--- src/rtl/axi_burst_master_v2_if.sv ---
// Command, local data streams and AXI AW/W/B/AR/R signals of the burst master.
// master modport is the burst-master side; slave modport is the controller/AXI-slave side.
interface axi_burst_master_v2_if #(
    parameter int ADDR_W = 32,
    parameter int DATA_W = 32
);
    localparam int STRB_W = DATA_W / 8;

    logic              cmd_valid;
    logic              cmd_ready;
    logic              cmd_write;
    logic [ADDR_W-1:0] cmd_addr;
    logic [7:0]        cmd_len;
    logic [2:0]        cmd_size;
    logic [1:0]        cmd_burst;
    logic              cmd_err;

    logic [DATA_W-1:0] wr_data;
    logic              wr_valid;
    logic              wr_ready;
    logic [DATA_W-1:0] rd_data;
    logic              rd_valid;
    logic              rd_last;
    logic              rd_ready;

    logic              done;
    logic [1:0]        resp;
    logic              proto_err;

    logic [ADDR_W-1:0] AWADDR;
    logic [7:0]        AWLEN;
    logic [2:0]        AWSIZE;
    logic [1:0]        AWBURST;
    logic              AWVALID;
    logic              AWREADY;
    logic [DATA_W-1:0] WDATA;
    logic [STRB_W-1:0] WSTRB;
    logic              WLAST;
    logic              WVALID;
    logic              WREADY;
    logic [1:0]        BRESP;
    logic              BVALID;
    logic              BREADY;
    logic [ADDR_W-1:0] ARADDR;
    logic [7:0]        ARLEN;
    logic [2:0]        ARSIZE;
    logic [1:0]        ARBURST;
    logic              ARVALID;
    logic              ARREADY;
    logic [DATA_W-1:0] RDATA;
    logic [1:0]        RRESP;
    logic              RLAST;
    logic              RVALID;
    logic              RREADY;

    modport master (
        input  cmd_valid, cmd_write, cmd_addr, cmd_len, cmd_size, cmd_burst,
        input  wr_data, wr_valid, rd_ready,
        input  AWREADY, WREADY, BRESP, BVALID, ARREADY, RDATA, RRESP, RLAST, RVALID,
        output cmd_ready, cmd_err, wr_ready, rd_data, rd_valid, rd_last, done, resp, proto_err,
        output AWADDR, AWLEN, AWSIZE, AWBURST, AWVALID, WDATA, WSTRB, WLAST, WVALID, BREADY,
        output ARADDR, ARLEN, ARSIZE, ARBURST, ARVALID, RREADY
    );

    modport slave (
        output cmd_valid, cmd_write, cmd_addr, cmd_len, cmd_size, cmd_burst,
        output wr_data, wr_valid, rd_ready,
        output AWREADY, WREADY, BRESP, BVALID, ARREADY, RDATA, RRESP, RLAST, RVALID,
        input  cmd_ready, cmd_err, wr_ready, rd_data, rd_valid, rd_last, done, resp, proto_err,
        input  AWADDR, AWLEN, AWSIZE, AWBURST, AWVALID, WDATA, WSTRB, WLAST, WVALID, BREADY,
        input  ARADDR, ARLEN, ARSIZE, ARBURST, ARVALID, RREADY
    );
endinterface

--- src/rtl/axi_burst_master_v2.sv ---
// Single-outstanding AXI burst master: command -> AW/W/B or AR/R burst, one cycle to address phase.
// W/R data pass straight through, so local and AXI backpressure propagate combinationally both ways.
module axi_burst_master_v2 #(
    parameter int ADDR_W  = 32,
    parameter int DATA_W  = 32,
    parameter int MAX_LEN = 16
) (
    input  logic                 ACLK,
    input  logic                 ARESET,
    axi_burst_master_v2_if.master bus
);
    localparam int STRB_W = DATA_W / 8;
    localparam int OFF_W  = (STRB_W > 1) ? $clog2(STRB_W) : 1;
    localparam logic [STRB_W:0] LSB1 = {{STRB_W{1'b0}}, 1'b1};

    typedef enum logic [2:0] {S_IDLE, S_AW, S_W, S_B, S_AR, S_R} state_t;

    state_t            r_state, w_next;
    logic [ADDR_W-1:0] r_addr;
    logic [7:0]        r_len, r_cnt;
    logic [2:0]        r_size;
    logic [1:0]        r_burst, r_resp, r_racc;
    logic              r_done, r_cmd_err, r_proto_err;

    // Command legality, evaluated on the live command during the accept cycle
    logic [7:0]        w_cmd_bytes;
    logic [11:0]       w_start_off;
    logic [31:0]       w_end;
    logic              w_wrap_len_bad, w_illegal, w_cmd_rdy, w_accept;

    assign w_cmd_bytes    = 8'd1 << bus.cmd_size;
    assign w_start_off    = bus.cmd_addr[11:0] & ~(12'(w_cmd_bytes) - 12'd1);
    assign w_end          = 32'(w_start_off) + ((32'(bus.cmd_len) + 32'd1) << bus.cmd_size);
    assign w_wrap_len_bad = (bus.cmd_len != 8'd1) && (bus.cmd_len != 8'd3) &&
                            (bus.cmd_len != 8'd7) && (bus.cmd_len != 8'd15);
    assign w_illegal = (32'(w_cmd_bytes) > 32'(STRB_W))
                    || (32'(bus.cmd_len) + 32'd1 > 32'(MAX_LEN))
                    || (bus.cmd_burst == 2'd3)
                    || (bus.cmd_burst == 2'd2 && w_wrap_len_bad)
                    || (bus.cmd_burst == 2'd2 && (bus.cmd_addr[6:0] & (w_cmd_bytes[6:0] - 7'd1)) != 7'd0)
                    || (bus.cmd_burst == 2'd1 && w_end > 32'd4096);
    assign w_cmd_rdy = (r_state == S_IDLE) && !r_done && !r_cmd_err;
    assign w_accept  = bus.cmd_valid && w_cmd_rdy;

    // Beat address generator and lane strobes
    logic [7:0]        w_beat_bytes;
    logic [ADDR_W-1:0] w_size_mask, w_win, w_addr_nxt;
    logic [OFF_W-1:0]  w_lane_raw, w_lane_al;
    logic [STRB_W:0]   w_ones, w_low;
    logic [STRB_W-1:0] w_strb;
    logic              w_beat_hs, w_last_beat;

    assign w_beat_bytes = 8'd1 << r_size;
    assign w_size_mask  = ADDR_W'(w_beat_bytes) - ADDR_W'(1);
    assign w_win        = ADDR_W'((32'(r_len) + 32'd1) << r_size);
    assign w_lane_raw   = r_addr[OFF_W-1:0] & OFF_W'(STRB_W - 1);
    assign w_lane_al    = w_lane_raw & ~OFF_W'(w_beat_bytes - 8'd1);
    assign w_ones       = (LSB1 << w_beat_bytes) - LSB1;
    assign w_low        = (LSB1 << w_lane_raw) - LSB1;
    assign w_last_beat  = (r_cnt == r_len);
    assign w_beat_hs    = (r_state == S_W && bus.wr_valid && bus.WREADY) ||
                          (r_state == S_R && bus.RVALID && bus.rd_ready);

    always_comb begin
        w_addr_nxt = r_addr;
        case (r_burst)
            2'd1:    w_addr_nxt = (r_addr & ~w_size_mask) + ADDR_W'(w_beat_bytes);
            2'd2:    w_addr_nxt = (r_addr & ~(w_win - ADDR_W'(1))) |
                                  ((r_addr + ADDR_W'(w_beat_bytes)) & (w_win - ADDR_W'(1)));
            default: w_addr_nxt = r_addr;
        endcase
        w_strb = w_ones[STRB_W-1:0] << w_lane_al;
        // An unaligned INCR start only owns the bytes from the start address upward
        if (r_burst == 2'd1 && r_cnt == 8'd0)
            w_strb = w_strb & ~w_low[STRB_W-1:0];
    end

    always_ff @(posedge ACLK) begin
        if (ARESET) r_state <= S_IDLE;
        else        r_state <= w_next;
    end

    always_comb begin
        w_next        = r_state;
        bus.AWVALID   = 1'b0;
        bus.WVALID    = 1'b0;
        bus.wr_ready  = 1'b0;
        bus.BREADY    = 1'b0;
        bus.ARVALID   = 1'b0;
        bus.RREADY    = 1'b0;
        bus.rd_valid  = 1'b0;
        bus.rd_last   = 1'b0;
        case (r_state)
            S_IDLE: if (w_accept && !w_illegal) w_next = bus.cmd_write ? S_AW : S_AR;
            S_AW: begin
                bus.AWVALID = 1'b1;
                if (bus.AWREADY) w_next = S_W;
            end
            S_W: begin
                bus.WVALID   = bus.wr_valid;
                bus.wr_ready = bus.WREADY;
                if (w_beat_hs && w_last_beat) w_next = S_B;
            end
            S_B: begin
                bus.BREADY = 1'b1;
                if (bus.BVALID) w_next = S_IDLE;
            end
            S_AR: begin
                bus.ARVALID = 1'b1;
                if (bus.ARREADY) w_next = S_R;
            end
            S_R: begin
                bus.RREADY   = bus.rd_ready;
                bus.rd_valid = bus.RVALID;
                bus.rd_last  = bus.RLAST;
                if (w_beat_hs && (bus.RLAST || w_last_beat)) w_next = S_IDLE;
            end
            default: w_next = S_IDLE;
        endcase
    end

    always_ff @(posedge ACLK) begin
        if (ARESET) begin
            r_addr      <= '0;
            r_len       <= '0;
            r_cnt       <= '0;
            r_size      <= '0;
            r_burst     <= '0;
            r_resp      <= '0;
            r_racc      <= '0;
            r_done      <= 1'b0;
            r_cmd_err   <= 1'b0;
            r_proto_err <= 1'b0;
        end else begin
            r_done      <= 1'b0;
            r_cmd_err   <= 1'b0;
            r_proto_err <= 1'b0;
            if (w_accept) begin
                r_addr    <= bus.cmd_addr;
                r_len     <= bus.cmd_len;
                r_size    <= bus.cmd_size;
                r_burst   <= bus.cmd_burst;
                r_cnt     <= '0;
                r_racc    <= '0;
                r_cmd_err <= w_illegal;
            end
            if (w_beat_hs) begin
                r_cnt  <= r_cnt + 8'd1;
                r_addr <= w_addr_nxt;
                if (r_state == S_R && r_racc == 2'b00) r_racc <= bus.RRESP;
            end
            if (r_state == S_B && bus.BVALID) begin
                r_done <= 1'b1;
                r_resp <= bus.BRESP;
            end
            if (r_state == S_R && w_beat_hs && (bus.RLAST || w_last_beat)) begin
                r_done      <= 1'b1;
                r_resp      <= (r_racc != 2'b00) ? r_racc : bus.RRESP;
                r_proto_err <= bus.RLAST != w_last_beat;
            end
        end
    end

    assign bus.cmd_ready = w_cmd_rdy;
    assign bus.cmd_err   = r_cmd_err;
    assign bus.done      = r_done;
    assign bus.resp      = r_resp;
    assign bus.proto_err = r_proto_err;
    assign bus.AWADDR    = r_addr;
    assign bus.AWLEN     = r_len;
    assign bus.AWSIZE    = r_size;
    assign bus.AWBURST   = r_burst;
    assign bus.ARADDR    = r_addr;
    assign bus.ARLEN     = r_len;
    assign bus.ARSIZE    = r_size;
    assign bus.ARBURST   = r_burst;
    assign bus.WDATA     = bus.wr_data;
    assign bus.WSTRB     = w_strb;
    assign bus.WLAST     = (r_state == S_W) && w_last_beat;
    assign bus.rd_data   = bus.RDATA;
endmodule
--- src/flat_wrapper.sv ---
// flat-port wrapper written by rule: the top's interface ports become plain ports
module axi_burst_master_v2_flat 
#(
    parameter int ADDR_W  = 32,
    parameter int DATA_W  = 32,
    parameter int MAX_LEN = 16
)
  (ACLK, ARESET, bus_cmd_valid, bus_cmd_write, bus_cmd_addr, bus_cmd_len, bus_cmd_size, bus_cmd_burst, bus_wr_data, bus_wr_valid, bus_rd_ready, bus_AWREADY, bus_WREADY, bus_BRESP, bus_BVALID, bus_ARREADY, bus_RDATA, bus_RRESP, bus_RLAST, bus_RVALID, bus_cmd_ready, bus_cmd_err, bus_wr_ready, bus_rd_data, bus_rd_valid, bus_rd_last, bus_done, bus_resp, bus_proto_err, bus_AWADDR, bus_AWLEN, bus_AWSIZE, bus_AWBURST, bus_AWVALID, bus_WDATA, bus_WSTRB, bus_WLAST, bus_WVALID, bus_BREADY, bus_ARADDR, bus_ARLEN, bus_ARSIZE, bus_ARBURST, bus_ARVALID, bus_RREADY);
  axi_burst_master_v2_if #(.ADDR_W(ADDR_W), .DATA_W(DATA_W)) bus_i ();
  input  logic ACLK;
  input  logic ARESET;
  input wire logic [$bits(bus_i.cmd_valid)-1:0] bus_cmd_valid;
  input wire logic [$bits(bus_i.cmd_write)-1:0] bus_cmd_write;
  input wire logic [$bits(bus_i.cmd_addr)-1:0] bus_cmd_addr;
  input wire logic [$bits(bus_i.cmd_len)-1:0] bus_cmd_len;
  input wire logic [$bits(bus_i.cmd_size)-1:0] bus_cmd_size;
  input wire logic [$bits(bus_i.cmd_burst)-1:0] bus_cmd_burst;
  input wire logic [$bits(bus_i.wr_data)-1:0] bus_wr_data;
  input wire logic [$bits(bus_i.wr_valid)-1:0] bus_wr_valid;
  input wire logic [$bits(bus_i.rd_ready)-1:0] bus_rd_ready;
  input wire logic [$bits(bus_i.AWREADY)-1:0] bus_AWREADY;
  input wire logic [$bits(bus_i.WREADY)-1:0] bus_WREADY;
  input wire logic [$bits(bus_i.BRESP)-1:0] bus_BRESP;
  input wire logic [$bits(bus_i.BVALID)-1:0] bus_BVALID;
  input wire logic [$bits(bus_i.ARREADY)-1:0] bus_ARREADY;
  input wire logic [$bits(bus_i.RDATA)-1:0] bus_RDATA;
  input wire logic [$bits(bus_i.RRESP)-1:0] bus_RRESP;
  input wire logic [$bits(bus_i.RLAST)-1:0] bus_RLAST;
  input wire logic [$bits(bus_i.RVALID)-1:0] bus_RVALID;
  output wire logic [$bits(bus_i.cmd_ready)-1:0] bus_cmd_ready;
  output wire logic [$bits(bus_i.cmd_err)-1:0] bus_cmd_err;
  output wire logic [$bits(bus_i.wr_ready)-1:0] bus_wr_ready;
  output wire logic [$bits(bus_i.rd_data)-1:0] bus_rd_data;
  output wire logic [$bits(bus_i.rd_valid)-1:0] bus_rd_valid;
  output wire logic [$bits(bus_i.rd_last)-1:0] bus_rd_last;
  output wire logic [$bits(bus_i.done)-1:0] bus_done;
  output wire logic [$bits(bus_i.resp)-1:0] bus_resp;
  output wire logic [$bits(bus_i.proto_err)-1:0] bus_proto_err;
  output wire logic [$bits(bus_i.AWADDR)-1:0] bus_AWADDR;
  output wire logic [$bits(bus_i.AWLEN)-1:0] bus_AWLEN;
  output wire logic [$bits(bus_i.AWSIZE)-1:0] bus_AWSIZE;
  output wire logic [$bits(bus_i.AWBURST)-1:0] bus_AWBURST;
  output wire logic [$bits(bus_i.AWVALID)-1:0] bus_AWVALID;
  output wire logic [$bits(bus_i.WDATA)-1:0] bus_WDATA;
  output wire logic [$bits(bus_i.WSTRB)-1:0] bus_WSTRB;
  output wire logic [$bits(bus_i.WLAST)-1:0] bus_WLAST;
  output wire logic [$bits(bus_i.WVALID)-1:0] bus_WVALID;
  output wire logic [$bits(bus_i.BREADY)-1:0] bus_BREADY;
  output wire logic [$bits(bus_i.ARADDR)-1:0] bus_ARADDR;
  output wire logic [$bits(bus_i.ARLEN)-1:0] bus_ARLEN;
  output wire logic [$bits(bus_i.ARSIZE)-1:0] bus_ARSIZE;
  output wire logic [$bits(bus_i.ARBURST)-1:0] bus_ARBURST;
  output wire logic [$bits(bus_i.ARVALID)-1:0] bus_ARVALID;
  output wire logic [$bits(bus_i.RREADY)-1:0] bus_RREADY;
  assign bus_i.cmd_valid = bus_cmd_valid;
  assign bus_i.cmd_write = bus_cmd_write;
  assign bus_i.cmd_addr = bus_cmd_addr;
  assign bus_i.cmd_len = bus_cmd_len;
  assign bus_i.cmd_size = bus_cmd_size;
  assign bus_i.cmd_burst = bus_cmd_burst;
  assign bus_i.wr_data = bus_wr_data;
  assign bus_i.wr_valid = bus_wr_valid;
  assign bus_i.rd_ready = bus_rd_ready;
  assign bus_i.AWREADY = bus_AWREADY;
  assign bus_i.WREADY = bus_WREADY;
  assign bus_i.BRESP = bus_BRESP;
  assign bus_i.BVALID = bus_BVALID;
  assign bus_i.ARREADY = bus_ARREADY;
  assign bus_i.RDATA = bus_RDATA;
  assign bus_i.RRESP = bus_RRESP;
  assign bus_i.RLAST = bus_RLAST;
  assign bus_i.RVALID = bus_RVALID;
  assign bus_cmd_ready = bus_i.cmd_ready;
  assign bus_cmd_err = bus_i.cmd_err;
  assign bus_wr_ready = bus_i.wr_ready;
  assign bus_rd_data = bus_i.rd_data;
  assign bus_rd_valid = bus_i.rd_valid;
  assign bus_rd_last = bus_i.rd_last;
  assign bus_done = bus_i.done;
  assign bus_resp = bus_i.resp;
  assign bus_proto_err = bus_i.proto_err;
  assign bus_AWADDR = bus_i.AWADDR;
  assign bus_AWLEN = bus_i.AWLEN;
  assign bus_AWSIZE = bus_i.AWSIZE;
  assign bus_AWBURST = bus_i.AWBURST;
  assign bus_AWVALID = bus_i.AWVALID;
  assign bus_WDATA = bus_i.WDATA;
  assign bus_WSTRB = bus_i.WSTRB;
  assign bus_WLAST = bus_i.WLAST;
  assign bus_WVALID = bus_i.WVALID;
  assign bus_BREADY = bus_i.BREADY;
  assign bus_ARADDR = bus_i.ARADDR;
  assign bus_ARLEN = bus_i.ARLEN;
  assign bus_ARSIZE = bus_i.ARSIZE;
  assign bus_ARBURST = bus_i.ARBURST;
  assign bus_ARVALID = bus_i.ARVALID;
  assign bus_RREADY = bus_i.RREADY;
  axi_burst_master_v2 #(.ADDR_W(ADDR_W), .DATA_W(DATA_W), .MAX_LEN(MAX_LEN)) u_core (.ACLK(ACLK), .ARESET(ARESET), .bus(bus_i));
endmodule
--- config.mk ---
export PLATFORM = sky130hd
export DESIGN_NAME = axi_burst_master_v2_flat
export DESIGN_NICKNAME = d
export VERILOG_FILES = /design/src/rtl/axi_burst_master_v2_if.sv /design/src/rtl/axi_burst_master_v2.sv /design/src/flat_wrapper.sv
export SDC_FILE = /design/constraint.sdc
export NUM_CORES = 1
export LEC_CHECK = 0
export CAP_MARGIN = 0
export CORE_UTILIZATION = 45
export CTS_BUF_LIST = sky130_fd_sc_hd__clkbuf_16
export CTS_CLUSTER_DIAMETER = 120
export DETAILED_ROUTE_END_ITERATION = 10
export GPL_ROUTABILITY_DRIVEN = 0
export GPL_TIMING_DRIVEN = 1
export PLACE_DENSITY_LB_ADDON = 0.25
export SYNTH_ARGS = -nofsm -noshare
export SYNTH_HDL_FRONTEND = slang
export SYNTH_SLANG_ARGS = --single-unit
--- constraint.sdc ---
create_clock -name ACLK -period 7.6 [get_ports ACLK]
set_input_delay 1.52 -clock ACLK [delete_from_list [all_inputs] [get_ports ACLK]]
set_output_delay 1.52 -clock ACLK [all_outputs]
set_load 0.02 [all_outputs]
Word-level counts from Yosys, hierarchy flattened
Index checks and enable logic that the tools add are counted.

storage, ports and cells
  flip-flop bits (word level) = 63
  input bits = 125
  output and inout bits = 173
  word-level logic and storage cells = 145

cells by class
  $add $sub $neg = 13
  magnitude comparators = 3
  equality and inequality tests = 23
  shift operators = 7
  muxes and demuxes = 30
  bitwise logic cells = 15
  reduce and logical (&&, ||, !) cells = 43

operators by type and width
  cell                   number
  $and 32x32->32         3
  $add 32x8->32          2
  $mux 32                2
  $not 32->32            2
  $pmux 32 s2            1
  $shl 32x3->32          2
  $add 12x32->32         1
  $gt 32x13->1 const B   1
  $gt 32x5->1 const B    1
  $or 32x32->32          1
  $sub 32x1->32 const B  1
  $logic_and 1x1->1      22
  $mux 3                 7
  $add 8x1->9 const B    2
  $pmux 3 s6             1
  $sub 8x1->9 const B    2
  $mux 8                 2
  $shl 1x3->8 const A    2
  $and 12x12->12         1
  $mux 2                 6
  $not 12->12            1
  $mux 1                 10
  $add 8x1->8 const B    1
  $eq 8x8->1             1
  other kinds (37)       59

Logic depth before layout (Yosys ltp)
Gate-level depths: netlist (run 1).

  depth after elaboration = 12
  depth in mapped cells = 21
  depth with buffers taken out = 19

Worst setup path after synthesis (run 1)
Ideal clock, no wire load.

  path type = input port to flip-flop
  from = in bus_cmd_size[0]
  to = reg u_core.r_state[2]
  library setup time = 0.095 ns
  arrival = 5.684 ns
  required time = 7.505 ns
  slack = 1.820 ns
  stages on the path = 19
  buffers on the path = 5
  path through = clkbuf_1 -> clkbuf_1 -> clkbuf_1 -> nand2_1 -> ha_1 -> clkbuf_1 -> xnor2_1 -> and2_1 -> ha_1 -> clkbuf_1 -> nor2b_1 -> o2111ai_1 -> a21oi_1 -> or4_1 -> a221oi_1 -> o2111a_1 -> a21oi_1 -> or4_1 -> a221oi_1

between the ends
  cells in the longest elaborated chain, start to end = 12
  elaborated cells on any way between the ends = 22
  classes of those cells = add/sub (3); order compare (2); eq/ne (1); shift (2); bitwise (3); reduce/logical (11)

RTL lines
  item                                 RTL line                   source
  from (decl)                          flat_wrapper.sv:16         input wire logic [$bits(bus_i.cmd_size)-1:0] bus_cmd_size;
  $shl 1x3->8                          axi_burst_master_v2.sv:31  assign w_cmd_bytes = 8'd1 << bus.cmd_size;
  $sub 8x1->9                          axi_burst_master_v2.sv:32  assign w_start_off = bus.cmd_addr[11:0] & ~(12'(w_cmd_bytes) - 12'd1);
  $not 12->12                          axi_burst_master_v2.sv:32
  $and 12x12->12                       axi_burst_master_v2.sv:32
  $add 12x32->32                       axi_burst_master_v2.sv:33  assign w_end = 32'(w_start_off) + ((32'(bus.cmd_len) + 32'd1) << bus.cmd_size);
  $gt 32x13->1                         axi_burst_master_v2.sv:41  || (bus.cmd_burst == 2'd1 && w_end > 32'd4096);
  $logic_and 1x1->1                    axi_burst_master_v2.sv:41
  $logic_or 1x1->1 *                   axi_burst_master_v2.sv:41
  $logic_not 1->1 *                    axi_burst_master_v2.sv:94  S_IDLE: if (w_accept && !w_illegal) w_next = bus.cmd_write ? S_AW : S_AR;
  $logic_and 1x1->1 *                  axi_burst_master_v2.sv:94
  $ne 2x2->1 (no source line) *        n/a
  $reduce_and 6->1 (no source line) *  n/a
  to (signal assigned)                 axi_burst_master_v2.sv:80  else r_state <= w_next;
  to (decl)                            axi_burst_master_v2.sv:18  state_t r_state, w_next;

Mark *: on every way between the ends. The rest lies on a longest branch, timed or not.
A chain may end at the register's enable or synchronous reset.

Final worst setup path (run 1)
  from = in bus_cmd_len[0]
  to = reg u_core.r_state[2]

between the ends
  cells in the longest elaborated chain, start to end = 12
  elaborated cells on any way between the ends = 23
  classes of those cells = add/sub (2); order compare (2); eq/ne (5); shift (1); reduce/logical (13)

RTL lines
  item                                                    RTL line                   source
  from (decl)                                             flat_wrapper.sv:15         input wire logic [$bits(bus_i.cmd_len)-1:0] bus_cmd_len;
  branches (longest 7 deep; another with $add 12x32->32)  n/a
  $logic_or 1x1->1 *                                      axi_burst_master_v2.sv:41
  $logic_not 1->1 *                                       axi_burst_master_v2.sv:94
  $logic_and 1x1->1 *                                     axi_burst_master_v2.sv:94
  $ne 2x2->1 (no source line) *                           n/a
  $reduce_and 6->1 (no source line) *                     n/a

Every way passes the cells marked *.

==> impl_metrics.csv, run 1 <==
group,metric,value,unit
floorplan,die-area,21600,µm²
grt,grt_overflow_total,0,
clock_network,cts-buffers-inserted,9,
run,maxCapViolCount,0,
detailed_routing,ant_nets,0,
clock_network,cts_tree,"yes",
grt,grt_pass1_vias,8990,
power,power_frac_clock,31.8,%
clock_network,cts.htree.levels,3,
critical_path,worstPathRequired,7.84,ns
detailed_routing,avgRoutedWirePerCell,17.9,µm
grt,antenna_found_initial,0,
detailed_routing,vias,9903,
floorplan,start_util,46.2,%
timing,slew_viol_final,0,
critical_path,worst_setup_path_start_kind,"input port",
floorplan,core-area,20400,µm²
final_layout,final_area,10600,µm²
timing,period_share,81.9,%
grt,grt_pass1_wl,46.7,mm
grt,grt_max_degree,52,
place,port_buffers,169,
clock_network,cts_resized,0,
detailed_routing,drc,0,
timing,setup_violations,0,
synth,synth_cell_types,94,
synth,ys_seq_elements,63,
synth,yosysSeqAreaShare,13.4,%
critical_path,arrival,6.47,ns
clock_network,post_cts_buffers,0,
place,post-dp-hpwl,21.6,mm
critical_path,cp_slowest_cell,"clkdlybuf4s50_1",
clock_network,cts_hold_buf,0,
timing,finClkSkew,0.0113,ns
synth,synth.area.top_cells,"dfxtp_1 (13%), buf_4 (8.9%), nand2_1 (6.3%), ha_1 (4.9%), nor2_1 (4.5%)",
clock_network,clk_path_buf_depth,2,
power,leakagePower,3.94,nW
power,netSwitchingPower,0.000539,W
power,total_power,0.00141,W
floorplan,ios,298,
timing,worstMarginPinSlew,1.06,ns
final_layout,area_delta_synth_final,12.6,%
critical_path,critical_path.endpoint_type,"flop",
clock_network,cts.sinks,63,
power,power_density,133,nW/µm²
power,switching_share,38.1,%
synth,netlist_instances,1369,
synth,yosysTopAreaCellShare,13.4,%
timing,max_freq,161,MHz
detailed_routing,finalWirelength,29.2,mm
power,pwr-share-seq,27.9,%
final_layout,mostFrequentLayoutCells,"clkdlybuf4s50_1 (168), nand2_1 (158), nor2_1 (114)",
synth,synth_ff_type,"dfxtp_1",
synth,synth_fp_nets,1533,
final_layout,layout_commonest_cell,"clkdlybuf4s50_1",
synth,synth_warnings,0,
power,p_int,0.000876,W
final_layout,final_util,52.1,%
timing,rsz0062_at_grt,"no",
critical_path,critPathMaxStageDelay,0.72,ns
critical_path,crit_chain,"clkdlybuf4s50_1, ha_1, nand2_1, inv_1, o22ai_1, a22oi_1, mux2_2, nor2b_1, ha_1, a21o_1, a31o_2, a2111oi_0, o31ai_1, a221oi_1, o2111a_1, a21oi_1, or4_1, a221oi_1",
synth,synth_top_cell_by_area,"dfxtp_1",
power,pwr-share-comb,40.3,%
detailed_routing,drt_pass1_iterations,5,
clock_network,cts-root-buf,"clkbuf_16",
clock_network,clk_pin_slew,0.06,ns
floorplan,die_h,147,µm
synth,synth.cell_area,9450,µm²
detailed_routing,vias_per_cell,6.07,
timing,min_period,6.22,ns
floorplan,die_w,147,µm
timing,slew_headroom,28.6,%
synth,synth.avg_cell_area,6.90,µm²
final_layout,antenna_cells,0,
floorplan,core.rowCount,52,
hold_path,hp-class,"flop to flop",
final_layout,drive_above_1_share,5.36,%
final_layout,nFillCells,2068,
timing,hold_viol,0,
critical_path,cp_max_fo,12,
detailed_routing,dr.first_iter.drc_count,692,
place,dpl-instance-area,10300,µm²
timing,setup-tns-final,0,ns
clock_network,clk_latency,0.34,ns
final_layout,layout.nets,1520,
outcome,outcome,"finished, final reports clean",
synth,synthArstFlopShare,0,%
power,ir_drop,0.124,mV
grt,track_usage,26.7,%
critical_path,critPathKind,"input port to flop",
synth,synth-edff-count,0,
[per-layer routing]
layer | global-route usage (%) | part of all wire (%) | vias to the layer above
met1 | 36.2 | 45 | 4599
li1 | - | - | 4808
met5 | 0 | 0 | -
met3 | 3.45 | 7.6 | 62
met2 | 42.5 | 45 | 434
met4 | 10.9 | 2.9 | 0
[cell type report]
cell class | instances | area [µm²] | share of cell area, %
tap | 270 | 338 | 3.17
multi-input combinational | 1051 | 6760 | 63.5
clock buffer | 9 | 225 | 2.12
sequential | 63 | 1260 | 11.9
timing repair buffer | 183 | 1790 | 16.8
clock inverter | 7 | 88.8 | 0.835
inverter | 48 | 180 | 1.69
[kinds of logic (layout without fill, tap and decap cells)]
group | count (synthesis) | count (layout) | share of synthesized area [%]
other | 1 | 1 | 0.0397
adders and majority gates | 39 | 39 | 5.32
AOI/OAI and AO/OA | 357 | 357 | 27.0
and+or+nand+nor | 548 | 548 | 28.9
xor gates and xnor gates | 83 | 83 | 7.70
buffers and inverters | 255 | 247 | 15.2
muxes | 23 | 23 | 2.52
DFF | 63 | 63 | 13.4
[stage by stage]
stage                     cells  hold slack, ns  worst slack (ns)
after floorplan            1369           0.473              1.82
after global placement     1615           0.508              1.23
after detailed placement   1615           0.516              1.08
after CTS                  1631           0.529              1.42
after global routing       1631           0.579             0.946
final                      1631           0.535              1.38
[cells in the mapped netlist, types with 9 or more instances]
| master | instances |
|---|---|
| nor4_1 | 12 |
| o211ai_1 | 18 |
| a32o_1 | 9 |
| xnor2_1 | 48 |
| or2_2 | 10 |
| and2_1 | 21 |
| nor3b_1 | 12 |
| and3_1 | 21 |
| buf_2 | 14 |
| a221oi_1 | 10 |
| nor2b_1 | 23 |
| a21o_1 | 14 |
| a31oi_1 | 17 |
| dfxtp_1 | 63 |
| inv_1 | 48 |
| o21ai_0 | 63 |
| nand2b_1 | 24 |
| o221ai_1 | 11 |
| nor2_1 | 114 |
| ha_1 | 37 |
| nand4_1 | 27 |
| buf_4 | 112 |
| a21oi_1 | 75 |
| nor3_1 | 45 |
| nand2_1 | 158 |
| o31ai_1 | 14 |
| a211oi_1 | 19 |
| mux2i_1 | 17 |
| nand3_1 | 42 |
| clkbuf_1 | 67 |
| xor2_1 | 35 |
| buf_1 | 9 |
| or3_1 | 13 |
[power by group through the flow]
stage / clock [W] / sequential [W] / combinational, W
6_report: 0.000449 / 0.000394 / 0.000571
5_1_grt: 0.000466 / 0.000398 / 0.000620
4_1_cts: 0.000457 / 0.000393 / 0.000565
3_5_place_dp: 0 / 0.000400 / 0.000562
3_3_place_gp: 0 / 0.000400 / 0.000558
2_1_floorplan: 0 / 0.000395 / 0.000443
[worst paths after layout]
path                                     start  cells past startpoint                        endpoint  slack [ns]
min               u_core.r_cnt[3]$_SDFFE_PP0P_                      1    u_core.r_cnt[3]$_SDFFE_PP0P_        0.54
min reg2reg       u_core.r_cnt[3]$_SDFFE_PP0P_                      1    u_core.r_cnt[3]$_SDFFE_PP0P_        0.54
max reg2reg  u_core.bus.ARSIZE[1]$_SDFFE_PP0P_                     14                            flop        2.33
max                             bus_cmd_len[0]                     18  u_core.r_state[2]$_SDFFE_PP0P_        1.38
[critical path: cells and delay by family]
family,cells,cell delay [ns]
AO/OA/AOI/OAI,10,2.29
adder cells (fa/ha/maj),2,0.83
buffers and inverters,2,0.85
multiplexers,1,0.21
AND/OR/NAND/NOR,3,0.75
(Power assumes the default switching activity.)
==> run 2: changes to the inputs <==
- clock period: 7.6 -> 6.1 ns (I/O delays scaled with it)
==> impl_metrics.csv, run 2 (synthesized netlist as in run 1, its figures left out) <==
group,metric,value,unit
critical_path,worstPathRequired,6.35,ns
place,dp_slack,0.402,ns
grt,grt_use_met1,37.1,%
power,power_density,159,nW/µm²
critical_path,crit_chain,"clkdlybuf4s50_1, ha_1, nand2_1, inv_1, o22ai_1, a22oi_1, mux2_2, nor2b_1, ha_1, a21o_1, a31o_2, a2111oi_0, o31ai_1, a221oi_1, o2111a_1, a21oi_1, or4_1, a221oi_1",
grt,top_usage_layer,"met2",
critical_path,cp_slowest_cell,"clkdlybuf4s50_1",
outcome,outcome,"finished, final reports clean",
grt,grt_pass1_vias,9015,
critical_path,worst_setup_path_start_kind,"input port",
floorplan,die_w,147,µm
critical_path,critPathTopFamily,"compound AO/OA/AOI/OAI gates",
detailed_routing,vias_per_cell,6.04,
detailed_routing,dr.first_iter.drc_count,861,
floorplan,ios,298,
place,dp_cells,1628,
clock_network,cts.htree.levels,3,
floorplan,die_h,147,µm
floorplan,core.rowCount,52,
detailed_routing,drc,0,
place,post-dp-hpwl,22.0,mm
grt,grt_use_met2,43.3,%
floorplan,die-area,21600,µm²
grt,use_met3,3.29,%
timing,setup-tns-final,0,ns
clock_network,clk_latency,0.35,ns
timing,rsz0062_at_grt,"no",
detailed_routing,avgRoutedWirePerCell,17.9,µm
critical_path,critPathMaxStageDelay,0.52,ns
clock_network,cts-root-buf,"clkbuf_16",
timing,finClkSkew,0.00924,ns
detailed_routing,finalWirelength,29.4,mm
final_layout,final_util,52.4,%
detailed_routing,ant_nets,0,
timing,period_share,88.2,%
grt,grt_max_degree,52,
run,maxCapViolCount,0,
clock_network,cts_hold_buf,0,
grt,grt_overflow_total,0,
final_layout,mostFrequentLayoutCells,"clkdlybuf4s50_1 (168), nand2_1 (158), nor2_1 (114)",
final_layout,finalNonFillerCells,1644,
critical_path,cp_max_fo,8,
critical_path,arrival,5.64,ns
critical_path,setup.worst_path.start,"bus_cmd_len[1]",
critical_path,critical_path.endpoint_type,"flop",
clock_network,post_cts_buffers,0,
timing,slew_viol_final,0,
floorplan,start_util,46.2,%
grt,grt_pass1_wl,47.2,mm
clock_network,clk_path_buf_depth,2,
place,port_buffers,169,
detailed_routing,drt_pass1_iterations,5,
final_layout,antenna_cells,0,
power,leakagePower,3.99,nW
final_layout,layout.nets,1533,
timing,worstMarginPinSlew,1.00,ns
timing,hold_slack,0.543,ns
grt,track_usage,26.8,%
clock_network,clk_pin_slew,0.06,ns
final_layout,area_delta_synth_final,13.4,%
timing,hold_viol,0,
grt,antenna_found_initial,0,
floorplan,core-area,20400,µm²
final_layout,drive_above_1_share,6.26,%
critical_path,critPathKind,"input port to flop",
critical_path,crit_buf_inv,2,
clock_network,cts.sinks,63,
hold_path,hp-class,"flop to flop",
detailed_routing,vias,9934,
hold_path,hold_start,"u_core.r_cnt[3]$_SDFFE_PP0P_",
clock_network,cts_tree,"yes",
power,ir_drop,0.134,mV
clock_network,cts_resized,0,
critical_path,rr_startpoint,"u_core.bus.ARLEN[1]$_SDFFE_PP0P_",
timing,max_freq,186,MHz
timing,slew_headroom,32.6,%
timing,min_period,5.38,ns
clock_network,cts-buffers-inserted,9,
timing,setup_violations,0,
final_layout,layout_commonest_cell,"clkdlybuf4s50_1",
timing,worst_slack,0.717,ns
## run 2: cell types whose count changed in the layout (fill, tap and decap cells not counted), sizes merged
cell	previous run	this run
buf	15	28
bufinv	2	0
clkinv	3	5
clkinvlp	1	0
inv	49	50
## run 2: where the power goes
group          internal, W  switching, W  total [W]
clock             0.000276      0.000215   0.000490
sequential        0.000433     0.0000578   0.000491
combinational     0.000311      0.000411   0.000722
total              0.00102      0.000684    0.00170
## run 2: cell type report
| class | count | area (µm²) |
|---|---|---|
| Clock buffer | 9 | 225 |
| Clock inverter | 7 | 47.5 |
| Fill cell | 2070 | 9720 |
| Inverter | 48 | 180 |
| Multi-Input combinational cell | 1051 | 6760 |
| Sequential cell | 63 | 1260 |
| Tap cell | 270 | 338 |
| Timing Repair Buffer | 196 | 1900 |
## run 2: metrics by stage
step | instance area, µm² | total power, W
2_1_floorplan | 9450 | 0.00104
3_3_place_gp | 10400 | 0.00120
3_5_place_dp | 10400 | 0.00121
4_1_cts | 10700 | 0.00170
5_1_grt | 10700 | 0.00179
6_report | 10700 | 0.00170
## run 2: routing by layer
layer | part of all wire [%] | vias to the layer above
li1 | - | 4839
met4 | 1.6 | 0
met5 | 0 | -
met2 | 46 | 433
met1 | 45 | 4625
met3 | 7.4 | 37
## run 2: worst paths after layout
check,cells past startpoint,endpoint,slack [ns]
worst max-delay path,18,u_core.r_state[2]$_SDFFE_PP0P_,0.72
worst min-delay path,1,u_core.r_cnt[3]$_SDFFE_PP0P_,0.54
worst max register to register,15,flop,1.49
worst min register to register,1,u_core.r_cnt[3]$_SDFFE_PP0P_,0.54
## run 2: worst reg2reg max path, delay by kind of cell (launching register included)
kind / cells / cell delay [ns]
AO/OA/AOI/OAI: 6 / 1.12
adder cells (fa/ha/maj): 2 / 0.63
multiplexers: 1 / 0.30
AND/OR/NAND/NOR: 6 / 1.86
flip-flops: 1 / 0.56
